--- src/rtl/cdc_hs_arb.sv ---
// -----------------------------------------------------------------------------
// cdc_hs_arb
//
// Round-robin arbiter that shares one 4-phase request/acknowledge channel
// between NREQ local requesters. The winner's payload and index are captured
// into output registers, xfer_req is raised toward the far clock domain, and
// the channel is released again once the far side has acknowledged (or the
// acknowledge did not arrive within TIMEOUT cycles) and has dropped its
// acknowledge. Completion is reported with a one-cycle done or err pulse on
// the bit of the requester that owned the transfer.
//
// Parameters
//   NREQ     number of requesters (2..8)
//   WIDTH    payload width per requester
//   TIMEOUT  cycles to wait for the acknowledge before aborting (1..65535)
//
// Ports
//   clk        sole clock, rising edge
//   rst        synchronous active-high reset
//   req        per-requester request level, held until done/err
//   data       payloads, requester i at [i*WIDTH +: WIDTH]
//   done       one-cycle pulse: transfer of requester i completed
//   err        one-cycle pulse: transfer of requester i timed out
//   xfer_req   4-phase request toward the far domain
//   xfer_data  registered payload of the granted requester
//   xfer_id    index of the granted requester
//   xfer_ack   asynchronous 4-phase acknowledge from the far domain
//   busy       high whenever the channel is not idle
// -----------------------------------------------------------------------------
module cdc_hs_arb #(
    parameter int NREQ    = 4,
    parameter int WIDTH   = 8,
    parameter int TIMEOUT = 255
) (
    input  logic                      clk,
    input  logic                      rst,
    input  logic [NREQ-1:0]           req,
    input  logic [NREQ*WIDTH-1:0]     data,
    output logic [NREQ-1:0]           done,
    output logic [NREQ-1:0]           err,
    output logic                      xfer_req,
    output logic [WIDTH-1:0]          xfer_data,
    output logic [$clog2(NREQ)-1:0]   xfer_id,
    input  logic                      xfer_ack,
    output logic                      busy
);

    localparam int IDW = $clog2(NREQ);
    localparam int CW  = 16;

    // Last counter value at which the acknowledge is still accepted.
    localparam logic [CW-1:0] TO_LAST = CW'(TIMEOUT - 1);

    localparam logic [1:0] S_IDLE  = 2'd0;
    localparam logic [1:0] S_REQ   = 2'd1;
    localparam logic [1:0] S_ACKLO = 2'd2;

    // -------------------------------------------------------------------------
    // State registers
    // -------------------------------------------------------------------------
    logic [1:0]       state_q,     state_d;
    logic [IDW-1:0]   ptr_q,       ptr_d;
    logic [CW-1:0]    cnt_q,       cnt_d;
    logic             abort_q,     abort_d;
    logic             xfer_req_q,  xfer_req_d;
    logic [WIDTH-1:0] xfer_data_q, xfer_data_d;
    logic [IDW-1:0]   xfer_id_q,   xfer_id_d;
    logic [NREQ-1:0]  done_q,      done_d;
    logic [NREQ-1:0]  err_q,       err_d;
    logic             busy_q,      busy_d;

    // Two-flop synchronizer for the asynchronous acknowledge. Only the
    // second stage (ack_s_q) is ever looked at by the control logic.
    logic             ack_meta_q;
    logic             ack_s_q;

    // -------------------------------------------------------------------------
    // Payload unpacking and rotated search order
    // -------------------------------------------------------------------------
    logic [WIDTH-1:0] data_arr [NREQ];
    logic [IDW-1:0]   rot_idx  [NREQ];

    for (genvar gi = 0; gi < NREQ; gi++) begin : g_lane
        logic [IDW:0] sum;

        assign data_arr[gi] = data[gi*WIDTH +: WIDTH];

        // rot_idx[k] = (ptr + k) mod NREQ; both operands are below NREQ so
        // one conditional subtraction is enough for the wrap.
        assign sum         = {1'b0, ptr_q} + (IDW+1)'(gi);
        assign rot_idx[gi] = (sum >= (IDW+1)'(NREQ)) ? IDW'(sum - (IDW+1)'(NREQ))
                                                     : IDW'(sum);
    end

    // -------------------------------------------------------------------------
    // Round-robin pick: first set request at or after ptr, with wrap.
    // Scanning from the far end lets the nearest candidate overwrite.
    // -------------------------------------------------------------------------
    logic           rr_found;
    logic [IDW-1:0] rr_winner;

    always_comb begin
        rr_found  = 1'b0;
        rr_winner = '0;
        for (int k = NREQ - 1; k >= 0; k--) begin
            if (req[rot_idx[k]]) begin
                rr_found  = 1'b1;
                rr_winner = rot_idx[k];
            end
        end
    end

    // A completion pulse is on the outputs this cycle. The owning requester
    // may still show its request level, so no grant is made now.
    logic pulse_active;
    assign pulse_active = (|done_q) | (|err_q);

    // -------------------------------------------------------------------------
    // Next-state logic
    // -------------------------------------------------------------------------
    logic finish;

    always_comb begin
        state_d     = state_q;
        ptr_d       = ptr_q;
        cnt_d       = cnt_q;
        abort_d     = abort_q;
        xfer_req_d  = xfer_req_q;
        xfer_data_d = xfer_data_q;
        xfer_id_d   = xfer_id_q;
        finish      = 1'b0;

        case (state_q)
            S_IDLE: begin
                if (rr_found && !pulse_active) begin
                    xfer_data_d = data_arr[rr_winner];
                    xfer_id_d   = rr_winner;
                    xfer_req_d  = 1'b1;
                    cnt_d       = '0;
                    abort_d     = 1'b0;
                    state_d     = S_REQ;
                end
            end

            S_REQ: begin
                if (cnt_q != {CW{1'b1}}) begin
                    cnt_d = cnt_q + CW'(1);
                end
                // The acknowledge is checked first so that an acknowledge
                // arriving on the last allowed cycle is a success.
                if (ack_s_q) begin
                    xfer_req_d = 1'b0;
                    state_d    = S_ACKLO;
                end else if (cnt_q == TO_LAST) begin
                    xfer_req_d = 1'b0;
                    abort_d    = 1'b1;
                    state_d    = S_ACKLO;
                end
            end

            S_ACKLO: begin
                // No timeout here: the far side must return to idle before
                // the channel can be used again.
                if (!ack_s_q) begin
                    finish  = 1'b1;
                    ptr_d   = (xfer_id_q == IDW'(NREQ - 1)) ? '0 : xfer_id_q + IDW'(1);
                    state_d = S_IDLE;
                end
            end

            default: begin
                xfer_req_d = 1'b0;
                state_d    = S_IDLE;
            end
        endcase

        done_d = '0;
        err_d  = '0;
        for (int i = 0; i < NREQ; i++) begin
            if (finish && (xfer_id_q == IDW'(i))) begin
                done_d[i] = ~abort_q;
                err_d[i]  = abort_q;
            end
        end

        busy_d = (state_d != S_IDLE);
    end

    // -------------------------------------------------------------------------
    // Registers
    // -------------------------------------------------------------------------
    always_ff @(posedge clk) begin
        if (rst) begin
            state_q     <= S_IDLE;
            ptr_q       <= '0;
            cnt_q       <= '0;
            abort_q     <= 1'b0;
            xfer_req_q  <= 1'b0;
            xfer_data_q <= '0;
            xfer_id_q   <= '0;
            done_q      <= '0;
            err_q       <= '0;
            busy_q      <= 1'b0;
            ack_meta_q  <= 1'b0;
            ack_s_q     <= 1'b0;
        end else begin
            state_q     <= state_d;
            ptr_q       <= ptr_d;
            cnt_q       <= cnt_d;
            abort_q     <= abort_d;
            xfer_req_q  <= xfer_req_d;
            xfer_data_q <= xfer_data_d;
            xfer_id_q   <= xfer_id_d;
            done_q      <= done_d;
            err_q       <= err_d;
            busy_q      <= busy_d;
            ack_meta_q  <= xfer_ack;
            ack_s_q     <= ack_meta_q;
        end
    end

    assign done      = done_q;
    assign err       = err_q;
    assign xfer_req  = xfer_req_q;
    assign xfer_data = xfer_data_q;
    assign xfer_id   = xfer_id_q;
    assign busy      = busy_q;

endmodule

--- config.mk ---
export PLATFORM = sky130hd
export DESIGN_NAME = cdc_hs_arb
export DESIGN_NICKNAME = d
export VERILOG_FILES = /design/src/rtl/cdc_hs_arb.sv
export SDC_FILE = /design/constraint.sdc
export NUM_CORES = 1
export LEC_CHECK = 0
export BUFFER_PORTS_ARGS = -buffer_cell sky130_fd_sc_hd__buf_4
export CORE_ASPECT_RATIO = 0.6
export CORE_UTILIZATION = 45
export DETAILED_ROUTE_END_ITERATION = 8
export PLACE_DENSITY = 0.7
export SYNTH_ARGS = -nofsm -noshare
export SYNTH_HDL_FRONTEND = slang
export SYNTH_SLANG_ARGS = --single-unit
export TNS_END_PERCENT = 5
--- constraint.sdc ---
create_clock -name clk -period 1.9 [get_ports clk]
set_input_delay 0.285 -clock clk [delete_from_list [all_inputs] [get_ports clk]]
set_output_delay 0.285 -clock clk [all_outputs]
set_load 0.05 [all_outputs]
==> results of run 1 <==
[stage by stage]
| stage | util (%) | setup TNS, ns |
|---|---|---|
| after global routing | 63.6 | -0.00499 |
| after detailed placement | 60.3 | 0 |
| after CTS | 62.7 | 0 |
| after floorplan | - | 0 |
| after global placement | 60.3 | 0 |
| final | 63.6 | 0 |
[worst max-delay path, delay by kind of cell, from the launching register on]
family / cells / cell delay [ns]
AND/OR/NAND/NOR: 3 / 1.00
AO/OA/AOI/OAI: 2 / 0.40
flip-flops: 1 / 0.35
[flip-flops by register name (all words and copies together) (netlist names), 2 cells and up]
register   cells
err            4
done           4
state_q        2
xfer_id        2
ptr_q          2
cnt_q         16
xfer_data      8
[cells by family after synthesis]
logic type / count (synthesis)
simple gates: 112
mux: 21
buf+inv: 20
flops: 43
fa+ha+maj: 6
compound gates: 53
[cell usage in the layout (no fill, tap or decap), drive strengths merged, types with 4 or more instances in the layout]
cell type  instances
buf               76
dfxtp             43
a21oi             22
mux2i             21
nand2             19
nand3             19
nor2              15
and2               9
nand2b             9
inv                8
o221ai             8
and3               6
nor3               6
o21ai              6
ha                 6
or4                6
nor4               6
or3                5
o31ai              5
clkbuf             5
nand4              5
a31o               4
[power by group through the flow]
stage	combinational (mW)	clock, mW	sequential [mW]
floorplan	0.142	0	1.07
global placement	0.388	0	0.980
detailed placement	0.392	0	0.981
CTS	0.393	0.729	0.960
global route	0.425	0.774	0.966
finish	0.398	0.722	0.960
[synthesized netlist by cell type (2+ instances only)]
cell      count  area, sq um
nor2_1       15         56.3
nand2b_1      9         56.3
and3_1        6         37.5
nor3_1        6         30.0
o31ai_1       5         37.5
a21oi_1      22          110
nand2_1      19         71.3
dfxtp_1      43          861
or4_1         5         37.5
buf_2         3         15.0
inv_1         8         30.0
buf_4         2         15.0
or3_1         5         31.3
nor4_1        4         25.0
mux2i_1      21          210
o21ai_0       6         30.0
nand4_1       4         25.0
nor4_4        2         42.5
nor2b_1       2         12.5
nand4b_1      2         17.5
o21a_1        2         15.0
o221ai_1      8         70.1
clkbuf_1      6         22.5
and2_1        9         56.3
ha_1          6         75.1
a31o_2        4         35.0
nand3_1      18         90.1
[cell type report]
type	count	area, sq um	area share [%]
multi-input combinational	192	1300	43.7
timing repair buffer	76	583	19.7
sequential	43	863	29.1
clock buffer	5	68.8	2.32
clock inverter	3	43.8	1.48
tap	63	78.8	2.66
inverter	8	30.0	1.01
[routing by layer]
metal / wire length (um) / GRT usage (%)
met1: 2950 / 34.9
met2: 2330 / 29.8
met3: 337 / 5.28
met4: 26 / 3.96
met5: 0 / 0
[repair_timing]
action / 4_1_cts / 5_1_grt
resized for setup: 0 / 5
setup endpoints to repair: 0 / 5
setup buffers: 0 / 3
[path summary, 6_finish.rpt]
check	to	depth (start not counted)
setup / recovery	cnt_q[4]$_SDFFE_PP0P_	5
hold / removal	ack_meta_q$_SDFF_PP0_	2
setup reg to reg	cnt_q[4]$_SDFFE_PP0P_	5
hold reg to reg	ack_s_q$_SDFF_PP0_	1
==> flow_summary.toml, run 1 <==
[min_path]
holdCritPathClass = "input pin to flop"
min_from = "xfer_ack"

[timing]
tightest_slew_ns = 0.416
fin_crit_ns = 1.81
worst_slack_ns = 0.0860
maxSlewHeadroom_pct = 72.0
drv_slew = 0
whs_ns = 0.205
fmax_ghz = 0.551
finalClockSkew_ns = 0.0105
hold_viol_final = 0
fin_crit_sh_pct = 95.5
setup-violations-final = 0

[grt]
track_usage_pct = 22.0
grt_max_degree = 18
antenna_found_initial = 0
grt_pass1_vias = 1877
grt_pass1_wl_mm = 9.11
grt_overflow = 0

[floorplan]
rows = 19
die_w_um = 93.0
core_area_sq_um = 4660
io_pins = 59
start_util_pct = 47.9
die_y_um = 56.6
die-area_sq_um = 5260

[critical_path]
path_cells = "nor4_4 -> nand3_2 -> a21o_4 -> or4_1 -> a21oi_2"
endpoint_kind = "flop"
slowest_delay_ns = 0.52
r2r-start = "done[2]$_SDFF_PP0_"
arrival_ns = 2.06
path_max_fanout = 11
r2r_slack_ns = 0.09
worst-setup-path-type = "flop to flop"
cp-start-kind = "flop"
required_ns = 2.14
cp_slowest_cell = "or4_1"
worstSetupStartpoint = "done[2]$_SDFF_PP0_"

[route]
drtIter0Drc = 151
vias = 2162
first_pass_iters = 5
routed_wl_mm = 5.64
drcViolationCount = 0
routedWlPerCell_um = 14.5
viasPerCell = 5.54
ant_nets = 0

[synth]
syn_nets = 300
dominantRegCellSynth = "dfxtp_1"
muxShareOfSynthArea_pct = 9.41
synth_warnings = 0
synth_compound_area_share_pct = 15.6
synthAdderAreaFrac_pct = 3.36
ys_ff_latch = 43
synthesis.area_sq_um = 2230
yosysSeqAreaShare_pct = 38.5
synth_edf_count = 0
avgSynthCellArea_sq_um = 8.76
ys_async_sr_fraction_pct = 0
synth_cells = 255
synth_top_family_by_area = "simple AND/OR/NAND/NOR gates"
yosys.area_share.simple_pct = 28.9
synth_xor_xnor_area_share_pct = 0
yosysUniqueCellTypes = 40

[placed_design]
dpl-instance-area_sq_um = 2810
dp_hpwl_mm = 4.29
pre_cts_ws_ns = 0.0373
dp.cells = 379
io_buffer_count = 58
gp_congestion = 0.805

[clock_network]
h-tree-depth = 2
clockBufferDepth = 2
root_buffer = "clkbuf_8"
cts_hold_buffers = 0
clock_latency_ns = 0.30
clkSlewWorstSetupHoldPaths_ns = 0.09
numCtsBuffers = 5
cts_tree = "yes"
clkSinkCount = 43

[power]
power.density_nw_per_um2 = 702
switching_power_mw = 0.585
max-vdd-ir-drop_mv = 0.546
combinationalPowerShare_pct = 19.1
seqPwrFrac_pct = 46.1
p_leak_nw = 1.24
internal-power_mw = 1.50
sw_frac_of_total_pct = 28.1
pwr-share-clk_pct = 34.7
fin_total_pwr_mw = 2.08

[layout]
num-fill-cells = 417
diodes = 0
area_growth_pct = 32.7
drive_gt1_share_pct = 30.3
nNetsFinal = 371
finalInstanceArea_sq_um = 2960
final_cells = 390

[run_status]
status = "finished clean"

[job]
cap_violations = 0
No activity file was read; power rests on OpenSTA's default activity.
==> run 2: changes to the inputs <==
- REMOVE_ABC_BUFFERS: unset -> 1
==> run 2 against run 1 <==
Compared with the run above: die area is the same; clock-buffer cell count grew 2; highest routed layer unchanged; sequential cell count is the same; clock power shrank 23%; fmax shrank 1.1%; first-iteration DRC count shrank 15%; critical endpoint is now cnt_q[3]$_SDFFE_PP0P_; worst setup slack lost 0.020 ns.
==> flow_summary.toml, run 2 (synthesized netlist as in run 1, its figures left out) <==
[power]
switching_power_mw = 0.553
power.density_nw_per_um2 = 656
p_leak_nw = 1.22
pwr-share-clk_pct = 29.2
max-vdd-ir-drop_mv = 0.448
seqPwrFrac_pct = 50.1
sw_frac_of_total_pct = 28.9
internal-power_mw = 1.36
combinationalPowerShare_pct = 20.7
fin_total_pwr_mw = 1.92

[timing]
fin_crit_sh_pct = 96.5
drv_slew = 0
setup-violations-final = 0
finalClockSkew_ns = 0.00482
fmax_ghz = 0.545
fin_crit_ns = 1.83
worst_slack_ns = 0.0661
hold_viol_final = 0
tightest_slew_ns = 0.429
grt_setup_unrepaired = "yes"
whs_ns = 0.195
maxSlewHeadroom_pct = 71.2

[critical_path]
cp_slowest_cell = "or4_1"
slowest_delay_ns = 0.46
path_max_fanout = 8
arrival_ns = 2.06
required_ns = 2.13
path_cells = "and4_1 -> nand3_1 -> nor3_1 -> buf_4 -> or4_1 -> a21oi_1"
rr_worst_depth = 6
worst-setup-path-type = "flop to flop"
cp-start-kind = "flop"
endpoint_kind = "flop"

[layout]
drive_gt1_share_pct = 28.8
area_growth_pct = 30.8
largest_register = "cnt_q"
nNetsFinal = 370
largest_reg_flops = 16
final_common_cell = "buf_4"
layout_common_cells = "buf_4, dfxtp_1, a21oi_1"
diodes = 0
final_cells = 389

[min_path]
holdCritPathClass = "input pin to flop"
hold_path_depth = 2

[grt]
grt_max_degree = 18
grt_overflow = 0
antenna_found_initial = 0
grt_pass1_vias = 1982
track_usage_pct = 22.7
grt_pass1_wl_mm = 9.38

[floorplan]
io_pins = 59
core_area_sq_um = 4660
die_y_um = 56.6
start_util_pct = 47.9
rows = 19
die_w_um = 93.0
die-area_sq_um = 5260

[route]
first_pass_iters = 5
dr_wl_met3_um = 341
routed_wl_mm = 5.49
drt-met1-wl_mm = 2.81
dr.max_layer_used = "met4"
viasPerCell = 5.47
met2_length_mm = 2.30
routedWlPerCell_um = 14.1
vias = 2129
drtIter0Drc = 129
drcViolationCount = 0
ant_nets = 0

[placed_design]
dp_hpwl_mm = 4.30
pre_cts_ws_ns = 0.0293
gp_congestion = 0.837
dp.cells = 381
io_buffer_count = 58

[clock_network]
clkSlewWorstSetupHoldPaths_ns = 0.08
clockBufferDepth = 2
root_buffer = "clkbuf_8"
cts_hold_buffers = 0
clock_latency_ns = 0.30
numCtsBuffers = 5
clkSinkCount = 43
cts_tree = "yes"
h-tree-depth = 2

[job]
cap_violations = 0

[run_status]
status = "finished clean"
## run 2: path summary, 6_finish.rpt
path | from | endpoint | slack [ns]
max | cnt_q[5]$_SDFFE_PP0P_ | cnt_q[3]$_SDFFE_PP0P_ | 0.07
max reg2reg | cnt_q[5]$_SDFFE_PP0P_ | cnt_q[3]$_SDFFE_PP0P_ | 0.07
min | xfer_ack | ack_meta_q$_SDFF_PP0_ | 0.20
min reg2reg | ack_meta_q$_SDFF_PP0_ | ack_s_q$_SDFF_PP0_ | 0.45
## run 2: area by class of cell
class                      instances  area, sq um
clock buffer                       7         76.3
clock inverter                     1         5.00
fill                             402         1740
inverter                           8         30.0
multi-input combinational        192         1290
sequential                        43          861
tap                               63         78.8
timing repair buffer              75          576
## run 2: through the flow
step	utilization [%]	TNS [ns]	cell area, sq um
floorplan	-	-1.22	2170
global placement	60.6	0	2820
detailed placement	60.6	0	2820
CTS	62.4	0	2910
global route	62.7	-0.0822	2920
finish	62.7	0	2920
## run 2: worst max-delay path, delay by kind of cell, from the launching register on
| family | cells | cell delay (ns) |
|---|---|---|
| and+or+nand+nor | 4 | 1.10 |
| DFF | 1 | 0.32 |
| buffers and inverters | 1 | 0.17 |
| AOI/OAI and AO/OA | 1 | 0.16 |
## run 2: layer usage
layer	track usage [%]	up-vias
li1	-	1081
met1	34.5	983
met2	31.5	61
met3	5.28	4
met4	6.59	0
met5	0	-
## run 2: what timing repair did
action / CTS / global route
setup endpoints to repair: 0 / 15
buffers inserted: 0 / 0
gates resized for setup: 0 / 5
## run 2: power by group through the flow
stage	Combinational [mW]	Clock, mW	Sequential [mW]
finish	0.397	0.559	0.960
detailed placement	0.394	0	0.980
global placement	0.392	0	0.979
floorplan	0.128	0	1.07
global route	0.428	0.611	0.965
CTS	0.395	0.578	0.959
==> run 3: changes to the inputs <==
- RECOVER_POWER: unset -> 25
==> run 3 against run 2 <==
Compared with the run above: power is 1.2% lower; register-to-register slack barely moved; cell count unchanged; global-route usage is the same; worst setup slack lost 0.0051 ns; sequential cell count is the same; clock-buffer cell count unchanged; cell area is 1.7% lower; first-iteration DRC count increased by 25%; clock skew barely moved; worst hold slack improved by 0.0013 ns; die area stayed put; critical path type unchanged; critical endpoint unchanged.
==> flow_summary.toml, run 3 (synthesized netlist as in run 1, its figures left out) <==
[layout]
final_common_cell = "buf_4"
layout_common_cells = "buf_4, dfxtp_1, a21oi_1"
largest_reg_flops = 16
final_cells = 389
area_growth_pct = 28.6
largest_register = "cnt_q"
diodes = 0
drive_gt1_share_pct = 24.8
nNetsFinal = 370

[critical_path]
endpoint = "cnt_q[3]$_SDFFE_PP0P_"
cp_slowest_cell = "or4_1"
rr_worst_depth = 6
worst-setup-path-type = "flop to flop"
r2r_slack_ns = 0.06
r2r-start = "cnt_q[5]$_SDFFE_PP0P_"
arrival_ns = 2.07
cp-start-kind = "flop"
required_ns = 2.13
path_cells = "and4_1 -> nand3_1 -> nor3_1 -> buf_4 -> or4_1 -> a21oi_1"
timing.rr.end = "cnt_q[3]$_SDFFE_PP0P_"
worstSetupStartpoint = "cnt_q[5]$_SDFFE_PP0P_"
path_max_fanout = 8
slowest_delay_ns = 0.47
endpoint_kind = "flop"

[timing]
tightest_slew_ns = 0.666
fin_crit_sh_pct = 96.8
grt_setup_unrepaired = "yes"
fin_crit_ns = 1.84
hold_viol_final = 0
drv_slew = 0
fmax_ghz = 0.544
setup-violations-final = 0
finalClockSkew_ns = 0.00482
maxSlewHeadroom_pct = 55.6

[clock_network]
numCtsBuffers = 5
root_buffer = "clkbuf_8"
h-tree-depth = 2
clkSlewWorstSetupHoldPaths_ns = 0.08
clkSinkCount = 43
cts_tree = "yes"
clockBufferDepth = 2
cts_setup_buffers = 0
clock_latency_ns = 0.30

[power]
p_leak_nw = 1.17
power.density_nw_per_um2 = 659
max-vdd-ir-drop_mv = 0.449
fin_total_pwr_mw = 1.89

[grt]
grt_pass1_wl_mm = 9.38
grt_pass1_vias = 1982
grt_max_degree = 18
grt_overflow = 0
track_usage_pct = 22.7
antenna_found_initial = 0

[placed_design]
gp_congestion = 0.837
dp.cells = 381
dp_hpwl_mm = 4.30
io_buffer_count = 58

[route]
drtIter0Drc = 161
ant_nets = 0
first_pass_iters = 4
drcViolationCount = 0
vias = 2126
viasPerCell = 5.47
routedWlPerCell_um = 14.1
routed_wl_mm = 5.50

[run_status]
status = "finished clean"

[min_path]
holdCritPathClass = "input pin to flop"

[floorplan]
io_pins = 59
rows = 19
die_w_um = 93.0
die_y_um = 56.6
core_area_sq_um = 4660
start_util_pct = 47.9
die-area_sq_um = 5260

[job]
cap_violations = 0
run 3: cell types whose count changed in the layout (fill, tap and decap cells not counted), sizes merged:
cell,change
buf,-13
clkbuf,+13
run 3: layout make-up:
cell class | count | area [sq um]
clock buffer | 7 | 76.3
clock inverter | 1 | 5.00
fill | 415 | 1790
inverter | 8 | 30.0
multi-input combinational | 192 | 1290
sequential | 43 | 861
tap | 63 | 78.8
timing repair buffer | 75 | 527
run 3: worst min-delay path by stage:
stage,cells after the start,endpoint,start,slack (ns)
after floorplan,1,busy$_SDFF_PP0_,rst,0.35
after global placement,1,ack_s_q$_SDFF_PP0_,ack_meta_q$_SDFF_PP0_,0.42
after detailed placement,1,ack_s_q$_SDFF_PP0_,ack_meta_q$_SDFF_PP0_,0.44
after CTS,2,ack_meta_q$_SDFF_PP0_,xfer_ack,0.19
after global routing,2,ack_meta_q$_SDFF_PP0_,xfer_ack,0.20
final,2,ack_meta_q$_SDFF_PP0_,xfer_ack,0.20
run 3: routing by layer:
metal / GRT usage, % / part of all wire [%]
met2: 31.5 / 41
met5: 0 / 0
met1: 34.5 / 51
met4: 6.59 / 0.62
met3: 5.28 / 6.6
run 3: power by group:
| part | internal [mW] | switching (mW) | leakage (nW) | total, mW |
|---|---|---|---|---|
| sequential | 0.935 | 0.0236 | 0.350 | 0.959 |
| clock | 0.258 | 0.300 | 0.0422 | 0.558 |
| combinational | 0.147 | 0.228 | 0.774 | 0.375 |
run 3: timing repair:
| item | in CTS | in global routing |
|---|---|---|
| hold buffers | 0 | 0 |
| setup endpoints to repair | 0 | 15 |
| gates resized for setup | 0 | 5 |
run 3: per-stage QoR:
step / instance area, sq um / hold slack, ns / setup TNS (ns) / utilization (%) / setup slack [ns]
finish: 2870 / 0.197 / 0 / 61.6 / 0.0610
global route: 2870 / 0.199 / -0.0822 / 61.6 / -0.0327
CTS: 2910 / 0.189 / 0 / 62.4 / 0.00814
detailed placement: 2820 / 0.438 / 0 / 60.6 / 0.0293
global placement: 2820 / 0.416 / 0 / 60.6 / 0.0629
floorplan: 2170 / 0.354 / -1.22 / - / -0.144
run 3: critical path, delay by kind of cell (launching register included):
family          cells  cell delay (ns)
buf+inv             1             0.17
simple gates        4             1.11
flops               1             0.32
compound gates      1             0.17
